## src/rtl/uart_rx_fsm_if.sv

```systemverilog
// Handshake bundle between the UART RX frame sequencer and its datapath blocks.
// master = sequencer side, slave = sampler/deserializer/checker side.
interface uart_rx_fsm_if #(
  parameter int DATA_WIDTH = 8,
  parameter int N          = 16
) ();
  localparam int EW = $clog2(N);
  localparam int BW = $clog2(DATA_WIDTH + 4);

  logic          RX_IN;
  logic          sample_valid;
  logic          strt_glitch;
  logic          par_err;
  logic          stp_err;
  logic [EW-1:0] edge_cnt;
  logic [BW-1:0] bit_cnt;
  logic          dat_samp_en;
  logic          strt_chk_en;
  logic          deser_en;
  logic          par_chk_en;
  logic          stp_chk_en;
  logic          DATA_VALID;
  logic          parity_error;
  logic          stop_error;

  modport master (
    input  RX_IN, sample_valid, strt_glitch, par_err, stp_err,
    output edge_cnt, bit_cnt, dat_samp_en, strt_chk_en, deser_en,
           par_chk_en, stp_chk_en, DATA_VALID, parity_error, stop_error
  );

  modport slave (
    output RX_IN, sample_valid, strt_glitch, par_err, stp_err,
    input  edge_cnt, bit_cnt, dat_samp_en, strt_chk_en, deser_en,
           par_chk_en, stp_chk_en, DATA_VALID, parity_error, stop_error
  );
endinterface

```

## src/rtl/uart_rx_fsm.sv

```systemverilog
// UART receiver frame sequencer: start detection, edge/bit counters, per-phase
// enables, registered parity/stop error flags and a DATA_VALID pulse.
module uart_rx_fsm #(
  parameter int DATA_WIDTH = 8,
  parameter int N          = 16,
  parameter int PAR_EN     = 0
) (
  input  logic          clk,
  input  logic          rst,
  uart_rx_fsm_if.master rx_if
);
  localparam int EW = $clog2(N);
  localparam int BW = $clog2(DATA_WIDTH + 4);
  localparam logic [EW-1:0] EDGE_LAST = EW'(N - 1);
  localparam logic [BW-1:0] BIT_LAST  = BW'(DATA_WIDTH);

  typedef enum logic [2:0] {IDLE, START, DATA, PARITY, STOP, DONE} state_e;

  state_e        state_q, state_d;
  logic [EW-1:0] edge_cnt_q, edge_cnt_d;
  logic [BW-1:0] bit_cnt_q, bit_cnt_d;
  logic          parity_error_q, parity_error_d;
  logic          stop_error_q, stop_error_d;
  logic          dat_samp_en_q, dat_samp_en_d;
  logic          strt_chk_en_q, strt_chk_en_d;
  logic          deser_en_q, deser_en_d;
  logic          par_chk_en_q, par_chk_en_d;
  logic          stp_chk_en_q, stp_chk_en_d;
  logic          data_valid_q, data_valid_d;
  logic          edge_last;

  always_comb begin
    state_d        = state_q;
    edge_cnt_d     = edge_cnt_q;
    bit_cnt_d      = bit_cnt_q;
    parity_error_d = parity_error_q;
    stop_error_d   = stop_error_q;
    edge_last      = (edge_cnt_q == EDGE_LAST);

    if (state_q inside {START, DATA, PARITY, STOP}) begin
      if (edge_last) begin
        edge_cnt_d = '0;
        bit_cnt_d  = bit_cnt_q + BW'(1);
      end else begin
        edge_cnt_d = edge_cnt_q + EW'(1);
      end
    end

    unique case (state_q)
      IDLE: begin
        edge_cnt_d = '0;
        bit_cnt_d  = '0;
        if (!rx_if.RX_IN) begin
          state_d        = START;
          parity_error_d = 1'b0;
          stop_error_d   = 1'b0;
        end
      end
      START: begin
        if (rx_if.sample_valid && rx_if.strt_glitch) begin
          state_d    = IDLE;
          edge_cnt_d = '0;
          bit_cnt_d  = '0;
        end else if (edge_last) begin
          state_d = DATA;
        end
      end
      DATA: begin
        if (edge_last && bit_cnt_q == BIT_LAST)
          state_d = (PAR_EN != 0) ? PARITY : STOP;
      end
      PARITY: begin
        if (rx_if.sample_valid) parity_error_d = rx_if.par_err;
        if (edge_last) state_d = STOP;
      end
      STOP: begin
        // A sample ends the frame early; reaching the last edge without one is a timeout.
        if (rx_if.sample_valid || edge_last) begin
          state_d      = DONE;
          stop_error_d = rx_if.sample_valid ? rx_if.stp_err : 1'b1;
          edge_cnt_d   = '0;
          bit_cnt_d    = '0;
        end
      end
      DONE: begin
        edge_cnt_d = '0;
        bit_cnt_d  = '0;
        if (!rx_if.RX_IN) begin
          state_d        = START;
          parity_error_d = 1'b0;
          stop_error_d   = 1'b0;
        end else begin
          state_d = IDLE;
        end
      end
      default: state_d = IDLE;
    endcase

    // Outputs are decoded from the next state so the registered copies track state_q.
    dat_samp_en_d = state_d inside {START, DATA, PARITY, STOP};
    strt_chk_en_d = (state_d == START);
    deser_en_d    = (state_d == DATA);
    par_chk_en_d  = (state_d == PARITY);
    stp_chk_en_d  = (state_d == STOP);
    data_valid_d  = (state_d == DONE) && !parity_error_d && !stop_error_d;
  end

  always_ff @(posedge clk or posedge rst) begin
    if (rst) begin
      state_q        <= IDLE;
      edge_cnt_q     <= '0;
      bit_cnt_q      <= '0;
      parity_error_q <= 1'b0;
      stop_error_q   <= 1'b0;
      dat_samp_en_q  <= 1'b0;
      strt_chk_en_q  <= 1'b0;
      deser_en_q     <= 1'b0;
      par_chk_en_q   <= 1'b0;
      stp_chk_en_q   <= 1'b0;
      data_valid_q   <= 1'b0;
    end else begin
      state_q        <= state_d;
      edge_cnt_q     <= edge_cnt_d;
      bit_cnt_q      <= bit_cnt_d;
      parity_error_q <= parity_error_d;
      stop_error_q   <= stop_error_d;
      dat_samp_en_q  <= dat_samp_en_d;
      strt_chk_en_q  <= strt_chk_en_d;
      deser_en_q     <= deser_en_d;
      par_chk_en_q   <= par_chk_en_d;
      stp_chk_en_q   <= stp_chk_en_d;
      data_valid_q   <= data_valid_d;
    end
  end

  assign rx_if.edge_cnt     = edge_cnt_q;
  assign rx_if.bit_cnt      = bit_cnt_q;
  assign rx_if.dat_samp_en  = dat_samp_en_q;
  assign rx_if.strt_chk_en  = strt_chk_en_q;
  assign rx_if.deser_en     = deser_en_q;
  assign rx_if.par_chk_en   = par_chk_en_q;
  assign rx_if.stp_chk_en   = stp_chk_en_q;
  assign rx_if.DATA_VALID   = data_valid_q;
  assign rx_if.parity_error = parity_error_q;
  assign rx_if.stop_error   = stop_error_q;
endmodule

```

## src/flat_wrapper.sv

```systemverilog
// flat-port wrapper written by rule: the top's interface ports become plain ports
module uart_rx_fsm_flat 
#(
  parameter int DATA_WIDTH = 8,
  parameter int N          = 16,
  parameter int PAR_EN     = 0
)
  (clk, rst, rx_if_RX_IN, rx_if_sample_valid, rx_if_strt_glitch, rx_if_par_err, rx_if_stp_err, rx_if_edge_cnt, rx_if_bit_cnt, rx_if_dat_samp_en, rx_if_strt_chk_en, rx_if_deser_en, rx_if_par_chk_en, rx_if_stp_chk_en, rx_if_DATA_VALID, rx_if_parity_error, rx_if_stop_error);
  uart_rx_fsm_if #(.DATA_WIDTH(DATA_WIDTH), .N(N)) rx_if_i ();
  input  logic clk;
  input  logic rst;
  input wire logic [$bits(rx_if_i.RX_IN)-1:0] rx_if_RX_IN;
  input wire logic [$bits(rx_if_i.sample_valid)-1:0] rx_if_sample_valid;
  input wire logic [$bits(rx_if_i.strt_glitch)-1:0] rx_if_strt_glitch;
  input wire logic [$bits(rx_if_i.par_err)-1:0] rx_if_par_err;
  input wire logic [$bits(rx_if_i.stp_err)-1:0] rx_if_stp_err;
  output wire logic [$bits(rx_if_i.edge_cnt)-1:0] rx_if_edge_cnt;
  output wire logic [$bits(rx_if_i.bit_cnt)-1:0] rx_if_bit_cnt;
  output wire logic [$bits(rx_if_i.dat_samp_en)-1:0] rx_if_dat_samp_en;
  output wire logic [$bits(rx_if_i.strt_chk_en)-1:0] rx_if_strt_chk_en;
  output wire logic [$bits(rx_if_i.deser_en)-1:0] rx_if_deser_en;
  output wire logic [$bits(rx_if_i.par_chk_en)-1:0] rx_if_par_chk_en;
  output wire logic [$bits(rx_if_i.stp_chk_en)-1:0] rx_if_stp_chk_en;
  output wire logic [$bits(rx_if_i.DATA_VALID)-1:0] rx_if_DATA_VALID;
  output wire logic [$bits(rx_if_i.parity_error)-1:0] rx_if_parity_error;
  output wire logic [$bits(rx_if_i.stop_error)-1:0] rx_if_stop_error;
  assign rx_if_i.RX_IN = rx_if_RX_IN;
  assign rx_if_i.sample_valid = rx_if_sample_valid;
  assign rx_if_i.strt_glitch = rx_if_strt_glitch;
  assign rx_if_i.par_err = rx_if_par_err;
  assign rx_if_i.stp_err = rx_if_stp_err;
  assign rx_if_edge_cnt = rx_if_i.edge_cnt;
  assign rx_if_bit_cnt = rx_if_i.bit_cnt;
  assign rx_if_dat_samp_en = rx_if_i.dat_samp_en;
  assign rx_if_strt_chk_en = rx_if_i.strt_chk_en;
  assign rx_if_deser_en = rx_if_i.deser_en;
  assign rx_if_par_chk_en = rx_if_i.par_chk_en;
  assign rx_if_stp_chk_en = rx_if_i.stp_chk_en;
  assign rx_if_DATA_VALID = rx_if_i.DATA_VALID;
  assign rx_if_parity_error = rx_if_i.parity_error;
  assign rx_if_stop_error = rx_if_i.stop_error;
  uart_rx_fsm #(.DATA_WIDTH(DATA_WIDTH), .N(N), .PAR_EN(PAR_EN)) u_core (.clk(clk), .rst(rst), .rx_if(rx_if_i));
endmodule
```

## config.mk

```make
export PLATFORM = sky130hd
export DESIGN_NAME = uart_rx_fsm_flat
export DESIGN_NICKNAME = d
export VERILOG_FILES = /design/src/rtl/uart_rx_fsm_if.sv /design/src/rtl/uart_rx_fsm.sv /design/src/flat_wrapper.sv
export SDC_FILE = /design/constraint.sdc
export NUM_CORES = 1
export LEC_CHECK = 0
export ABC_CLOCK_PERIOD_IN_PS = 2150
export CORE_ASPECT_RATIO = 1.1
export CORE_MARGIN = 2
export CORE_UTILIZATION = 47
export DETAILED_ROUTE_END_ITERATION = 6
export MAX_ROUTING_LAYER = met4
export PLACE_DENSITY = 0.77
export SYNTH_ARGS = -nofsm -noshare
export SYNTH_HDL_FRONTEND = slang
export SYNTH_SLANG_ARGS = --single-unit
```

## constraint.sdc

```tcl
create_clock -name clk -period 2.15 [get_ports clk]
set_clock_uncertainty 0.05 [all_clocks]
set_input_delay 0.43 -clock clk [delete_from_list [all_inputs] [get_ports clk]]
set_output_delay 0.43 -clock clk [all_outputs]
set_load 0.05 [all_outputs]
```

======== After elaboration in Yosys (flattened, before gate mapping) ========
Index checks and enable logic that the tools add are counted.
storage, ports and cells
  output and inout bits ................... 16
  bits in registers ....................... 19
  word-level logic and storage cells ...... 61
  input port bits ......................... 7
operators by class
  add/sub/neg operators ................... 2
  multiplexer cells ....................... 25
  eq/ne operators ......................... 12
  reductions and logical operators ........ 11
operators with widths
  kind                                                              number
  4-bit two-way mux                                                 8
  4-bit one-hot mux with 3 select lines                             2
  3-bit two-way mux                                                 6
  3-bit one-hot mux with 6 select lines                             1
  3-bit by 2-bit == test with 1-bit output (second input constant)  4
  3-bit == test (second input constant)                             4
  4-bit by 1-bit adder with 4-bit output (second input constant)    2
  4-bit == test (second input constant)                             2
  4-bit nonzero test                                                2
  3-bit by 1-bit == test with 1-bit output (second input constant)  2
  1-bit two-way mux                                                 6
  1-bit logical AND                                                 4
  1-bit one-hot mux with 2 select lines                             2
  3-bit zero test                                                   1
  1-bit zero test                                                   2
  2-bit OR reduction                                                1
  1-bit logical OR                                                  1

======== Logic depth before layout (Yosys ltp) ========
Gate-level depths: netlist (run 1).
  word-level depth ........................ 7
  depth in mapped cells ................... 6
  gate-level depth less buffers ........... 5

======== Worst setup path after synthesis (run 1) ========
Ideal clock, no wire load.
  kind .................................... reg2reg
  start point ............................. reg u_core.edge_cnt_q[0] (netlist: u_core.rx_if.edge_cnt[0])
  end point ............................... reg u_core.bit_cnt_q[0] (netlist: u_core.rx_if.bit_cnt[0])
  required time ........................... 1.961 ns
  cell stages (with the launch flop) ...... 7
  slack ................................... 0.134 ns
  clock period less this slack ............ 2.016 ns
  path buffers ............................ 1
  arrival time ............................ 1.826 ns
  path through ............................ dfrtp_1 ha_1 and3_1 buf_2 nor2_1 a221oi_2 nor2_1
on the way
  longest elaborated chain between the ends .. 5
  elaborated cells between the ends (all ways) .. 7
  classes of those cells .................. eq/ne (1); mux (5); reduce/logical (1)
ends and longest elaborated chain
  item                                         RTL line                              text
  from (decl)                                  uart_rx_fsm.sv:20                     logic [EW-1:0] edge_cnt_q, edge_cnt_d;
  from (signal assigned)                       uart_rx_fsm.sv:123                    edge_cnt_q <= edge_cnt_d;
  4-bit == test (*)                            uart_rx_fsm.sv:38                     edge_last = (edge_cnt_q == EDGE_LAST);
  4-bit two-way mux                            uart_rx_fsm.sv:41                     if (edge_last) begin
  4-bit two-way mux                            uart_rx_fsm.sv:40                     if (state_q inside {START, DATA, PARITY, STOP}) begin
  4-bit two-way mux, on equally long branches  uart_rx_fsm.sv:78, uart_rx_fsm.sv:60
  4-bit one-hot mux with 3 select lines (*)    uart_rx_fsm.sv:49                     unique case (state_q)
  via u_core.bit_cnt_d[0]                      uart_rx_fsm.sv:21                     logic [BW-1:0] bit_cnt_q, bit_cnt_d;
  to (signal assigned)                         uart_rx_fsm.sv:124                    bit_cnt_q <= bit_cnt_d;
  to (decl)                                    uart_rx_fsm.sv:21
Mark *: on every way through the listed nets, which the timed path passes. The rest lies on a longest branch.

======== Worst setup path in the final report (run 1) ========
  start point ............................. reg u_core.edge_cnt_q[0] (netlist: u_core.rx_if.edge_cnt[0])
  end point ............................... out rx_if_edge_cnt[0]
RTL lines
  item       RTL line            text
  to (decl)  flat_wrapper.sv:17  output wire logic [$bits(rx_if_i.edge_cnt)-1:0] rx_if_edge_cnt;
No word-level cell between the ends.

==> results.yml, run 1 <==
routing:
  route.antenna.remaining_nets: 0
  drc_errors: 0
  first_pass_iters: 5
  num_vias: 757
  vias_per_cell: 5.18
  wl_per_cell_um: 13.1
  routed_wl_um: 1910
  drt_iter0_drc: 17
die:
  start_util: 0.514
  ios: 23
  fp.dieArea_um2: 2360
  die_y_um: 50.8
  core_um2: 1820
  die_w_um: 46.5
  rows: 16
synth:
  synthFlopType: "dfrtp_1"
  syn-num-nets: 100
  yosys.area.top_type: "dfrtp_1"
  ys_types: 35
  ys_seq_area_frac: 0.508
  synth_seq_cells: 19
  yosysTopAreaCellShare: 0.508
  yosysMostFrequentCell: "dfrtp_1"
  synth_common_cells: "dfrtp_1 (19), nor2_1 (7), inv_1 (6)"
  synth.area.top_cells: "dfrtp_1 (51%), ha_1 (4.0%), nor2_1 (2.8%)"
  synth_cells: 90
  synthesis.area_um2: 936
  ys_async_sr_fraction: 1.00
  synth.avg_cell_area_um2: 10.4
  synth-edff-count: 0
  yosys_warnings: 0
clock_tree:
  clk_pin_slew_worst_paths_ns: 0.11
  cts_root_buf: "clkbuf_4"
  ctsResizeCount: 0
  clk-insertion-delay-late_ns: 0.29
  cts_htree_levels: 1
  cts_tree: "yes"
  clockBufferDepth: 2
  postCtsHoldBufs: 0
  post_cts_buffers: 0
  cts_buffers: 3
  clock-sinks: 19
outcome:
  status: "finished clean"
final_layout:
  area_delta_synth_final_pct: 33.0
  stdcell_count: 146
  n_antenna_cell: 0
  drive_above_1_share: 0.151
  layout.nets: 130
  finish.instance_area_um2: 1240
global_routing:
  overflow: 0
  track_usage: 0.186
  grt_pass1_vias: 687
  gr-usage-met1: 0.241
  antenna_found_initial: 0
  grt_use_met2: 0.306
  grt_max_degree: 20
  busiest_layer: "met2"
  grt_first_pass_wirelength_um: 3140
  grtUsageMet3: 0.0216
setup_path:
  arrival_ns: 1.56
  ff2ff_setup_slack_ns: 0.28
  max_stage_delay_ns: 0.83
  cp_max_fo: 5
  cpMaxStageDelayCell: "clkdlybuf4s50_1"
  path_class: "reg2out"
  rr_worst_depth: 6
  crit_buf_inv: 1
  reg2reg_to: "u_core.rx_if.deser_en"
  crit_family: "buffers and inverters"
  cp_cell_sequence: "clkdlybuf4s50_1"
  cp-end-kind: "output pin"
  r2r_start: "u_core.rx_if.edge_cnt[0]"
  worst_ep_required_time_ns: 1.67
  start_kind: "flip-flop"
power:
  power.density_nw_per_um2: 590
  total_power_w: 0.000734
  p_leak_nw: 0.566
  ir_drop_uv: 461
place:
  place_congestion: 0.800
  dp_hpwl_um: 1400
  placed_cells: 142
  port_buffers: 22
  place_area_um2: 1220
timing:
  max_freq_ghz: 0.491
  hold_violations: 0
  tightest_slew_ns: 0.504
  setup_tns_ns: 0
  period_minus_slack_ns: 2.04
  slew_viol_final: 0
  fin_crit_sh: 0.947
  slew_headroom: 0.663
  whs_ns: 0.404
  rsz0062_at_grt: "no"
  setup_viol: 0
run:
  maxCapViolCount: 0
min_path:
  hp-class: "in2async"
-- registers in the layout, indices dropped and copies added, names as in the netlist --
name and cells:
u_core.rx_if.deser_en 1, u_core.rx_if.stop_error 1, u_core.rx_if.edge_cnt 4, u_core.rx_if.bit_cnt 4, u_core.rx_if.parity_error 1, u_core.rx_if.DATA_VALID 1, u_core.rx_if.stp_chk_en 1, u_core.state_q 3
u_core.rx_if.par_chk_en 1, u_core.rx_if.strt_chk_en 1, u_core.rx_if.dat_samp_en 1
-- per-stage QoR --
step                       util  worst slack [ns]
after global routing      0.683            0.0882
after CTS                 0.683             0.101
after detailed placement  0.669             0.288
after global placement    0.669             0.298
after floorplan               -             0.134
final                     0.683             0.113
-- layout make-up --
cell class / count / area, um2
inverter: 6 / 22.5
sequential: 19 / 475
fill: 149 / 577
tap: 27 / 33.8
timing repair buffer: 28 / 265
clock buffer: 4 / 26.3
multi-input combinational: 62 / 422
-- layout by cell type (no fill, tap or decap), drive strengths merged --
master         count
and4               1
nand4              2
and3               2
nor2b              4
nand2b             1
nand3b             1
or3                3
mux2i              1
nand3              5
nor3b              2
o21ai              4
or4                1
a211o              1
o211ai             1
a31oi              1
a221oi             1
buf                6
nand2              6
clkbuf             4
a21oi              5
and2b              1
xnor2              2
clkdlybuf4s50     22
a311oi             1
dfrtp             19
a31o               2
inv                6
nor2               8
xor2               2
a41o               1
ha                 3
-- worst min-delay path: stages --
cell	delay [ns]
clkdlybuf4s50_1	0.40
inv_1	0.05
buf_4	0.25
-- kinds of logic after synthesis --
group / count (synthesis) / share of synthesized area
AO/OA/AOI/OAI: 17 / 0.132
XOR/XNOR: 4 / 0.0374
adder cells (fa/ha/maj): 3 / 0.0401
buffers and inverters: 9 / 0.0414
flip-flops: 19 / 0.508
multiplexers: 1 / 0.0107
AND/OR/NAND/NOR: 37 / 0.230
-- report_power, final --
part	switching, W	internal, W
Sequential	0.0000142	0.000372
Clock	0.000106	0.0000720
Combinational	0.000102	0.0000683
Total	0.000222	0.000512
-- metal layers --
| layer | share of wire | routed length (um) | vias up |
|---|---|---|---|
| met5 | 0 | 0 | - |
| met4 | 0.0073 | 14 | 0 |
| met2 | 0.52 | 993 | 12 |
| met3 | 0.031 | 60 | 2 |
| li1 | - | - | 375 |
| met1 | 0.44 | 839 | 368 |
-- how the worst max path moves through the flow --
| stage | slack (ns) | from | depth (start not counted) | endpoint |
|---|---|---|---|---|
| floorplan | 0.13 | u_core.rx_if.edge_cnt[0] | 6 | u_core.rx_if.bit_cnt[0] |
| finish | 0.11 | u_core.rx_if.edge_cnt[0] | 1 | rx_if_edge_cnt[0] |
| detailed placement | 0.29 | rx_if_sample_valid | 6 | u_core.rx_if.dat_samp_en |
| CTS | 0.10 | u_core.rx_if.edge_cnt[0] | 1 | rx_if_edge_cnt[0] |
| global placement | 0.30 | rx_if_sample_valid | 6 | u_core.rx_if.dat_samp_en |
| global route | 0.09 | u_core.rx_if.edge_cnt[0] | 1 | rx_if_edge_cnt[0] |
Note: power is estimated with default switching activity, not from simulation.
==> inputs of run 2 (changes only) <==
--- a/config.mk
+++ b/config.mk
@@ -11,7 +11,7 @@
 export CORE_UTILIZATION = 47
 export DETAILED_ROUTE_END_ITERATION = 6
 export MAX_ROUTING_LAYER = met4
-export PLACE_DENSITY = 0.77
+export PLACE_DENSITY_LB_ADDON = 0.05
 export SYNTH_ARGS = -nofsm -noshare
 export SYNTH_HDL_FRONTEND = slang
 export SYNTH_SLANG_ARGS = --single-unit
==> run 2 against run 1 <==
Effect of this change:
- utilization increased by 0.069 points
- largest power group unchanged
- die area unchanged
- sequential share of layout area about the same
- final cell count unchanged
==> results.yml, run 2 (synthesis results as in run 1) <==
routing:
  route.antenna.remaining_nets: 0
  routed_wl_um: 1880
  drt_iter0_drc: 4
  wl_per_cell_um: 12.9
  num_vias: 754
  first_pass_iters: 4
  vias_per_cell: 5.16
  drc_errors: 0
final_layout:
  area_delta_synth_final_pct: 33.2
  mostFrequentLayoutCell: "clkdlybuf4s50_1"
  regArea_um2: 475
  n_antenna_cell: 0
  drive_above_1_share: 0.160
  mostFrequentLayoutCells: "clkdlybuf4s50_1 (22), dfrtp_1 (19), nor2_1 (7)"
  layout.nets: 130
  multiInputGateArea_um2: 422
  final.fill_count: 169
clock_tree:
  ctsResizeCount: 0
  cts_buffers: 3
  cts_htree_levels: 1
  postCtsHoldBufs: 0
  post_cts_buffers: 0
  clk-insertion-delay-late_ns: 0.29
  cts_tree: "yes"
  clockBufferDepth: 2
  clk_pin_slew_worst_paths_ns: 0.11
  cts_root_buf: "clkbuf_4"
  clock-sinks: 19
global_routing:
  grt_pass1_vias: 743
  track_usage: 0.195
  grt_first_pass_wirelength_um: 3240
  grt_max_degree: 20
  antenna_found_initial: 0
  overflow: 0
place:
  place_congestion: 0.791
  dp_hpwl_um: 1400
  dp_slack_ns: 0.278
  port_buffers: 22
setup_path:
  cpMaxStageDelayCell: "clkdlybuf4s50_1"
  cp-end-kind: "output pin"
  path_class: "reg2out"
  worst_ep_required_time_ns: 1.67
  max_stage_delay_ns: 0.83
  cp_max_fo: 5
  cp_cell_sequence: "clkdlybuf4s50_1"
  crit_family: "buffers and inverters"
  start_kind: "flip-flop"
  arrival_ns: 1.52
  crit_buf_inv: 1
die:
  die_w_um: 46.5
  start_util: 0.514
  die_y_um: 50.8
  rows: 16
  ios: 23
  core_um2: 1820
  fp.dieArea_um2: 2360
timing:
  timing.final.ws_setup_ns: 0.147
  fin_crit_sh: 0.932
  setup_tns_ns: 0
  slew_headroom: 0.668
  setup_viol: 0
  period_minus_slack_ns: 2.00
  hold_violations: 0
  whs_ns: 0.410
  slew_viol_final: 0
  rsz0062_at_grt: "no"
  max_freq_ghz: 0.499
  tightest_slew_ns: 0.496
min_path:
  hp-class: "in2async"
power:
  ir_drop_uv: 633
  p_leak_nw: 0.569
  power.density_nw_per_um2: 587
outcome:
  status: "finished clean"
run:
  maxCapViolCount: 0
## run 2: stage by stage
step,power (W),area (um2),util,cells
floorplan,0.000506,936,-,90
finish,0.000732,1250,0.684,146
detailed placement,0.000566,1220,0.669,142
global route,0.000775,1250,0.684,146
global placement,0.000563,1220,0.669,142
CTS,0.000745,1250,0.684,146
## run 2: layer usage
metal  global-route usage  wire length [um]  vias up
met1                0.271               887      361
met3               0.0324                60        2
met2                0.289               913       15
met4               0.0571                21        0
li1                     -                 -      376
met5                    -                 0        -
## run 2: layout make-up
class                           count  area share
Tap cell                           27      0.0271
Clock buffer                        3      0.0181
Inverter                            6      0.0181
Clock inverter                      1     0.00402
Sequential cell                    19       0.382
Multi-Input combinational cell     62       0.338
Timing Repair Buffer               28       0.213
## run 2: path summary, 6_finish.rpt
path                            slack (ns)                      from                  endpoint  depth (start not counted)
worst max-delay path                  0.15   u_core.rx_if.bit_cnt[1]          rx_if_bit_cnt[1]                          1
worst min-delay path                  0.41                       rst   u_core.rx_if.stp_chk_en                          3
worst max register to register        0.32  u_core.rx_if.edge_cnt[0]     u_core.rx_if.deser_en                          6
worst min register to register        0.47   u_core.rx_if.stop_error   u_core.rx_if.stop_error                          2
max in group asynchronous             1.43                       rst  u_core.rx_if.edge_cnt[0]                          3
min in group clk                      0.47   u_core.rx_if.stop_error   u_core.rx_if.stop_error                          2
## run 2: report_power, final
group | switching [W] | total (W) | leakage, nW | internal [W]
Sequential | 0.0000140 | 0.000386 | 0.260 | 0.000372
Clock | 0.000105 | 0.000174 | 0.0177 | 0.0000690
Combinational | 0.000104 | 0.000172 | 0.291 | 0.0000686
==> variant 1: new RTL, config.mk and constraints of run 2 <==
`PAR_EN` is set to 0 in 2 places; all go to 1.
--- a/src/rtl/uart_rx_fsm.sv
+++ b/src/rtl/uart_rx_fsm.sv
@@ -4,5 +4,5 @@
   parameter int DATA_WIDTH = 8,
   parameter int N          = 16,
-  parameter int PAR_EN     = 0
+  parameter int PAR_EN     = 1
 ) (
   input  logic          clk,
--- a/src/flat_wrapper.sv
+++ b/src/flat_wrapper.sv
@@ -4,5 +4,5 @@
   parameter int DATA_WIDTH = 8,
   parameter int N          = 16,
-  parameter int PAR_EN     = 0
+  parameter int PAR_EN     = 1
 )
   (clk, rst, rx_if_RX_IN, rx_if_sample_valid, rx_if_strt_glitch, rx_if_par_err, rx_if_stp_err, rx_if_edge_cnt, rx_if_bit_cnt, rx_if_dat_samp_en, rx_if_strt_chk_en, rx_if_deser_en, rx_if_par_chk_en, rx_if_stp_chk_en, rx_if_DATA_VALID, rx_if_parity_error, rx_if_stop_error);
Check against the original RTL: same outputs for any inputs over 10 cycles, from zero or initial values and one cycle with rst high; that may be too few to reach the edited logic, so the function may still have changed.
==> variant 1 against run 2 <==
  * Design area is 6.2% higher
  * Routed wire length is 10% higher
  * Worst setup slack worse by 55 ps
  * Critical path depth stayed put
  * Synthesized area is 14% higher
  * Sequential cell count stayed put
  * Highest routed layer unchanged
  * Synthesized cell count is 17% higher
Power is not compared: it rests on default switching activity, and its combinational part moved more than twofold at a synthesized area within 25%.
==> variant 1: results (changes against run 2) <==
[clocking]
clk_latency_ps = 290  ; about the same
cts_root_buf = clkbuf_4
post_cts_buffers = 0  ; unchanged

[critical_path]
worstPathArrival_ps = 1580  ; +60 ps
path_max_fanout = 6  ; +1

[hold_path]
hold_path.class = input pin to async pin

[synth]
ys_types = 42  ; +20%
yosysSeqAreaShare_pct = 44.7  ; -6.1 points
syn-num-nets = 115  ; +15%
synth_common_cells = 19 x dfrtp_1, 9 x nor2_1, 6 x a21oi_1, 6 x nand3_1, 5 x nand2_1
syn-mean-instance-area_sq_um = 10.1  ; -2.6%
synth_area_leaders = dfrtp_1 45%, ha_1 3.5%, nor2_1 3.2%, a21oi_1 2.8%, nand3_1 2.8%
ys_warn_count = 0  ; unchanged

[run_status]
outcome = finished, final reports clean

[grt]
groute.usage.overall_pct = 18.2  ; -1.2 points
grt_pass1_wl_um = 3460  ; +7.0%
grt_pass1_vias = 764  ; +2.8%

[cells_and_area]
drive_above_1_share_pct = 9.38  ; -6.6 points
finalNonFillerCells = 158  ; +8.2%
fin_nets = 139  ; +6.9%

[place]
place.port_buffers = 22  ; unchanged
place_inst = 154  ; +8.5%
globalplace.congestion = 0.850  ; +7.4%
dp.final_hpwl_um = 1550  ; +11%

[route]
totalWireLength_um = 2070  ; +10%
drt_iter0_drc = 12  ; +8
via_per_inst = 5.40  ; +4.5%

[sta]
relSlewSlack_pct = 57.2  ; -9.6 points

[variant 1: path summary, 6_finish.rpt]
path | start | end | slack (ps) | depth (start not counted)
setup / recovery | u_core.rx_if.edge_cnt[2]$_DFF_PP0_ | rx_if_edge_cnt[2] | 90 | 1
hold / removal | rst | u_core.state_q[0]$_DFF_PP0_ | 390 | 3
setup reg to reg | u_core.rx_if.edge_cnt[0]$_DFF_PP0_ | u_core.rx_if.bit_cnt[2]$_DFF_PP0_ | 290 | 5
hold reg to reg | u_core.rx_if.stop_error$_DFF_PP0_ | u_core.rx_if.stop_error$_DFF_PP0_ | 480 | 1
max in group asynchronous | rst | u_core.rx_if.parity_error$_DFF_PP0_ | 1460 | 3
min in group clk | u_core.rx_if.stop_error$_DFF_PP0_ | u_core.rx_if.stop_error$_DFF_PP0_ | 480 | 1
[variant 1: area by class of cell]
type | count | area (sq um)
flip-flops and latches | 19 | 475
repair buffers | 23 | 228
inverters | 4 | 15.0
clock buffers | 4 | 26.3
fillers | 205 | 861
multi-input cells | 78 | 542
well taps | 30 | 37.5
[variant 1: kinds of logic (layout without fill, tap and decap cells)]
| family | after synthesis | after routing | synth area share (%) |
|---|---|---|---|
| simple gates | 46 | 46 | 26.8 |
| compound gates | 24 | 24 | 16.2 |
| flops | 19 | 19 | 44.7 |
| buf+inv | 8 | 31 | 4.35 |
| fa+ha+maj | 3 | 3 | 3.53 |
| xor+xnor | 3 | 3 | 2.47 |
| mux | 2 | 2 | 1.88 |
[variant 1: metrics by stage]
stage               area (sq um)  power, mW  util (%)  setup slack (ps)
finish                      1320       1.59      60.6              92.4
global route                1320       1.70      60.6              42.2
detailed placement          1300       1.43      59.4               180
floorplan                   1060       1.20         -               212
CTS                         1320       1.61      60.6              87.4
global placement            1300       1.42      59.4               217
[variant 1: power by group]
group / total (mW) / leakage [nW] / internal [mW] / switching (mW)
logic: 0.816 / 0.285 / 0.301 / 0.515
registers: 0.597 / 0.246 / 0.454 / 0.144
clock network: 0.177 / 0.0150 / 0.0723 / 0.105
[variant 1: layer usage]
layer / vias up / track usage (%) / part of all wire [%]
li1: 424 / - / -
met1: 406 / 21.5 / 46
met2: 18 / 30.2 / 48
met4: 0 / 9.05 / 1.7
met5: - / - / 0
met3: 5 / 3.61 / 3.9
==> variant 2: new RTL, flow settings as in run 2 <==
Made on the original files. Compare `bit_cnt_q` against `BIT_LAST` with >= in place of ==.
--- a/src/rtl/uart_rx_fsm.sv
+++ b/src/rtl/uart_rx_fsm.sv
@@ -67,5 +67,5 @@
       end
       DATA: begin
-        if (edge_last && bit_cnt_q == BIT_LAST)
+        if (edge_last && bit_cnt_q >= BIT_LAST)
           state_d = (PAR_EN != 0) ? PARITY : STOP;
       end
Formal check against the unedited RTL: same outputs for any inputs over 10 cycles, from zero or initial values and one cycle with rst high; that may be too few to reach the edited logic, so the function may still have changed.
==> variant 2 against run 2 <==
  * Sequential cell count did not move
  * Worst setup slack got worse by 63 ps
  * Synthesized area rose by 6.6%
  * Routed wire length rose by 6.4%
  * Cell count did not move
  * Design area rose by 0.80%
  * Synthesized cell count rose by 5.6%
  * Highest routed layer unchanged
Power is not compared: it rests on default switching activity, and its combinational part moved more than twofold at a synthesized area within 25%.
==> variant 2: results (changes against run 2) <==
[place]
dp.final_hpwl_um = 1470  ; +5.4%
post-place-ws_ps = 236  ; -41.9 ps
globalplace.congestion = 0.857  ; +8.3%
place.port_buffers = 22  ; unchanged

[run_status]
outcome = finished, final reports clean

[cells_and_area]
drive_above_1_share_pct = 12.7  ; -3.3 points
fin_nets = 129  ; -0.77%
fill_cells = 183  ; +8.3%

[route]
dr_total_vias = 776  ; +2.9%
firstDrtPassIters = 4  ; unchanged
drt_iter0_drc = 13  ; +9
totalWireLength_um = 2000  ; +6.4%

[critical_path]
path_max_fanout = 5  ; unchanged
worstPathArrival_ps = 1590  ; +70 ps
critPathTopFamily = buffers and inverters
critPathSlowestCell = clkdlybuf4s50_1
max_stage_delay_ps = 830  ; about the same

[clocking]
clk_latency_ps = 300
cts-htree-levels = 1  ; unchanged
cts_made_buffers = 3  ; unchanged
cts_root_buf = clkbuf_4
post_cts_buffers = 0  ; unchanged
clk_pin_slew_worst_paths_ps = 100
clockBufferDepth = 2  ; unchanged

[synth]
synth_area_leaders = dfrtp_1 48%, nor2_1 4.1%, ha_1 3.8%, nand3_1 3.5%, buf_6 3.4%
synth_common_cells = 19 x dfrtp_1, 11 x nor2_1, 7 x nand3_1, 6 x inv_1, 5 x nand2_1
yosysSeqAreaShare_pct = 47.7  ; -3.1 points
async_reset_ff_share_pct = 100  ; unchanged
ys_warn_count = 0  ; unchanged
ys_types = 36  ; +2.9%
syn-num-nets = 105  ; +5.0%

[grt]
grt_pass1_vias = 766  ; +3.1%
groute.usage.overall_pct = 19.2  ; -0.28 points
antenna_found_initial = 0  ; unchanged
grt_pass1_wl_um = 3290  ; +1.7%

[hold_path]
hold_path.class = input pin to async pin

[sta]
worstMarginPinSlew_ps = 500  ; +3.95 ps

[power]
p_leak_nw = 0.585

[variant 2: timing repair]
item | in CTS | in global routing
hold buffers | 0 | 0
resized for setup | 0 | 3
setup endpoints to repair | 0 | 3
endpoints found under the hold margin | 0 | 0
[variant 2: path summary, 6_finish.rpt]
check,startpoint,end,slack [ps],cells past startpoint
setup / recovery,u_core.rx_if.bit_cnt[1]$_DFF_PP0_,rx_if_bit_cnt[1],80,1
hold reg to reg,u_core.rx_if.stop_error$_DFF_PP0_,u_core.rx_if.stop_error$_DFF_PP0_,470,2
min in group clk,u_core.rx_if.stop_error$_DFF_PP0_,u_core.rx_if.stop_error$_DFF_PP0_,470,2
max in group asynchronous,rst,u_core.rx_if.DATA_VALID$_DFF_PP0_,1460,3
hold / removal,rst,u_core.rx_if.bit_cnt[3]$_DFF_PP0_,390,3
setup reg to reg,u_core.rx_if.edge_cnt[0]$_DFF_PP0_,u_core.rx_if.edge_cnt[0]$_DFF_PP0_,210,5
[variant 2: logic make-up after synthesis]
logic type / after synthesis / synth area share (%)
AND/OR/NAND/NOR: 40 / 22.1
flip-flops: 19 / 47.7
AO/OA/AOI/OAI: 18 / 15.7
buffers and inverters: 10 / 6.15
XOR/XNOR: 3 / 2.64
adder cells (fa/ha/maj): 3 / 3.76
multiplexers: 2 / 2.01
[variant 2: per-layer routing]
| layer | part of all wire (%) | GRT usage (%) | up-vias |
|---|---|---|---|
| li1 | - | - | 380 |
| met1 | 44 | 23.0 | 378 |
| met2 | 52 | 31.1 | 13 |
| met3 | 2.4 | 4.14 | 5 |
| met4 | 1.8 | 6.76 | 0 |
| met5 | 0 | - | - |
[variant 2: final cells by class]
type                            count  area (sq um)  share of cell area (%)
Clock buffer                        3          22.5                    1.79
Tap cell                           28          35.0                    2.79
Timing Repair Buffer               23           235                    18.7
Inverter                            6          22.5                    1.79
Multi-Input combinational cell     66           460                    36.7
Clock inverter                      1          5.00                   0.398
Sequential cell                    19           475                    37.8
[variant 2: power by group through the flow]
stage	clock, mW	combinational [mW]	sequential [mW]
after detailed placement	0	0.842	0.597
after global placement	0	0.829	0.592
after CTS	0.186	0.844	0.590
after global routing	0.205	0.898	0.611
after floorplan	0	0.406	0.821
final	0.178	0.838	0.592
[variant 2: metrics by stage]
step	power [mW]	instances	hold WS (ps)	instance area [sq um]	utilization, %
after floorplan	1.23	95	331	997	-
after global placement	1.42	142	452	1220	61.1
after detailed placement	1.44	142	458	1220	61.1
after CTS	1.62	146	394	1250	62.5
after global routing	1.71	146	448	1260	62.8
final	1.61	146	389	1260	62.8
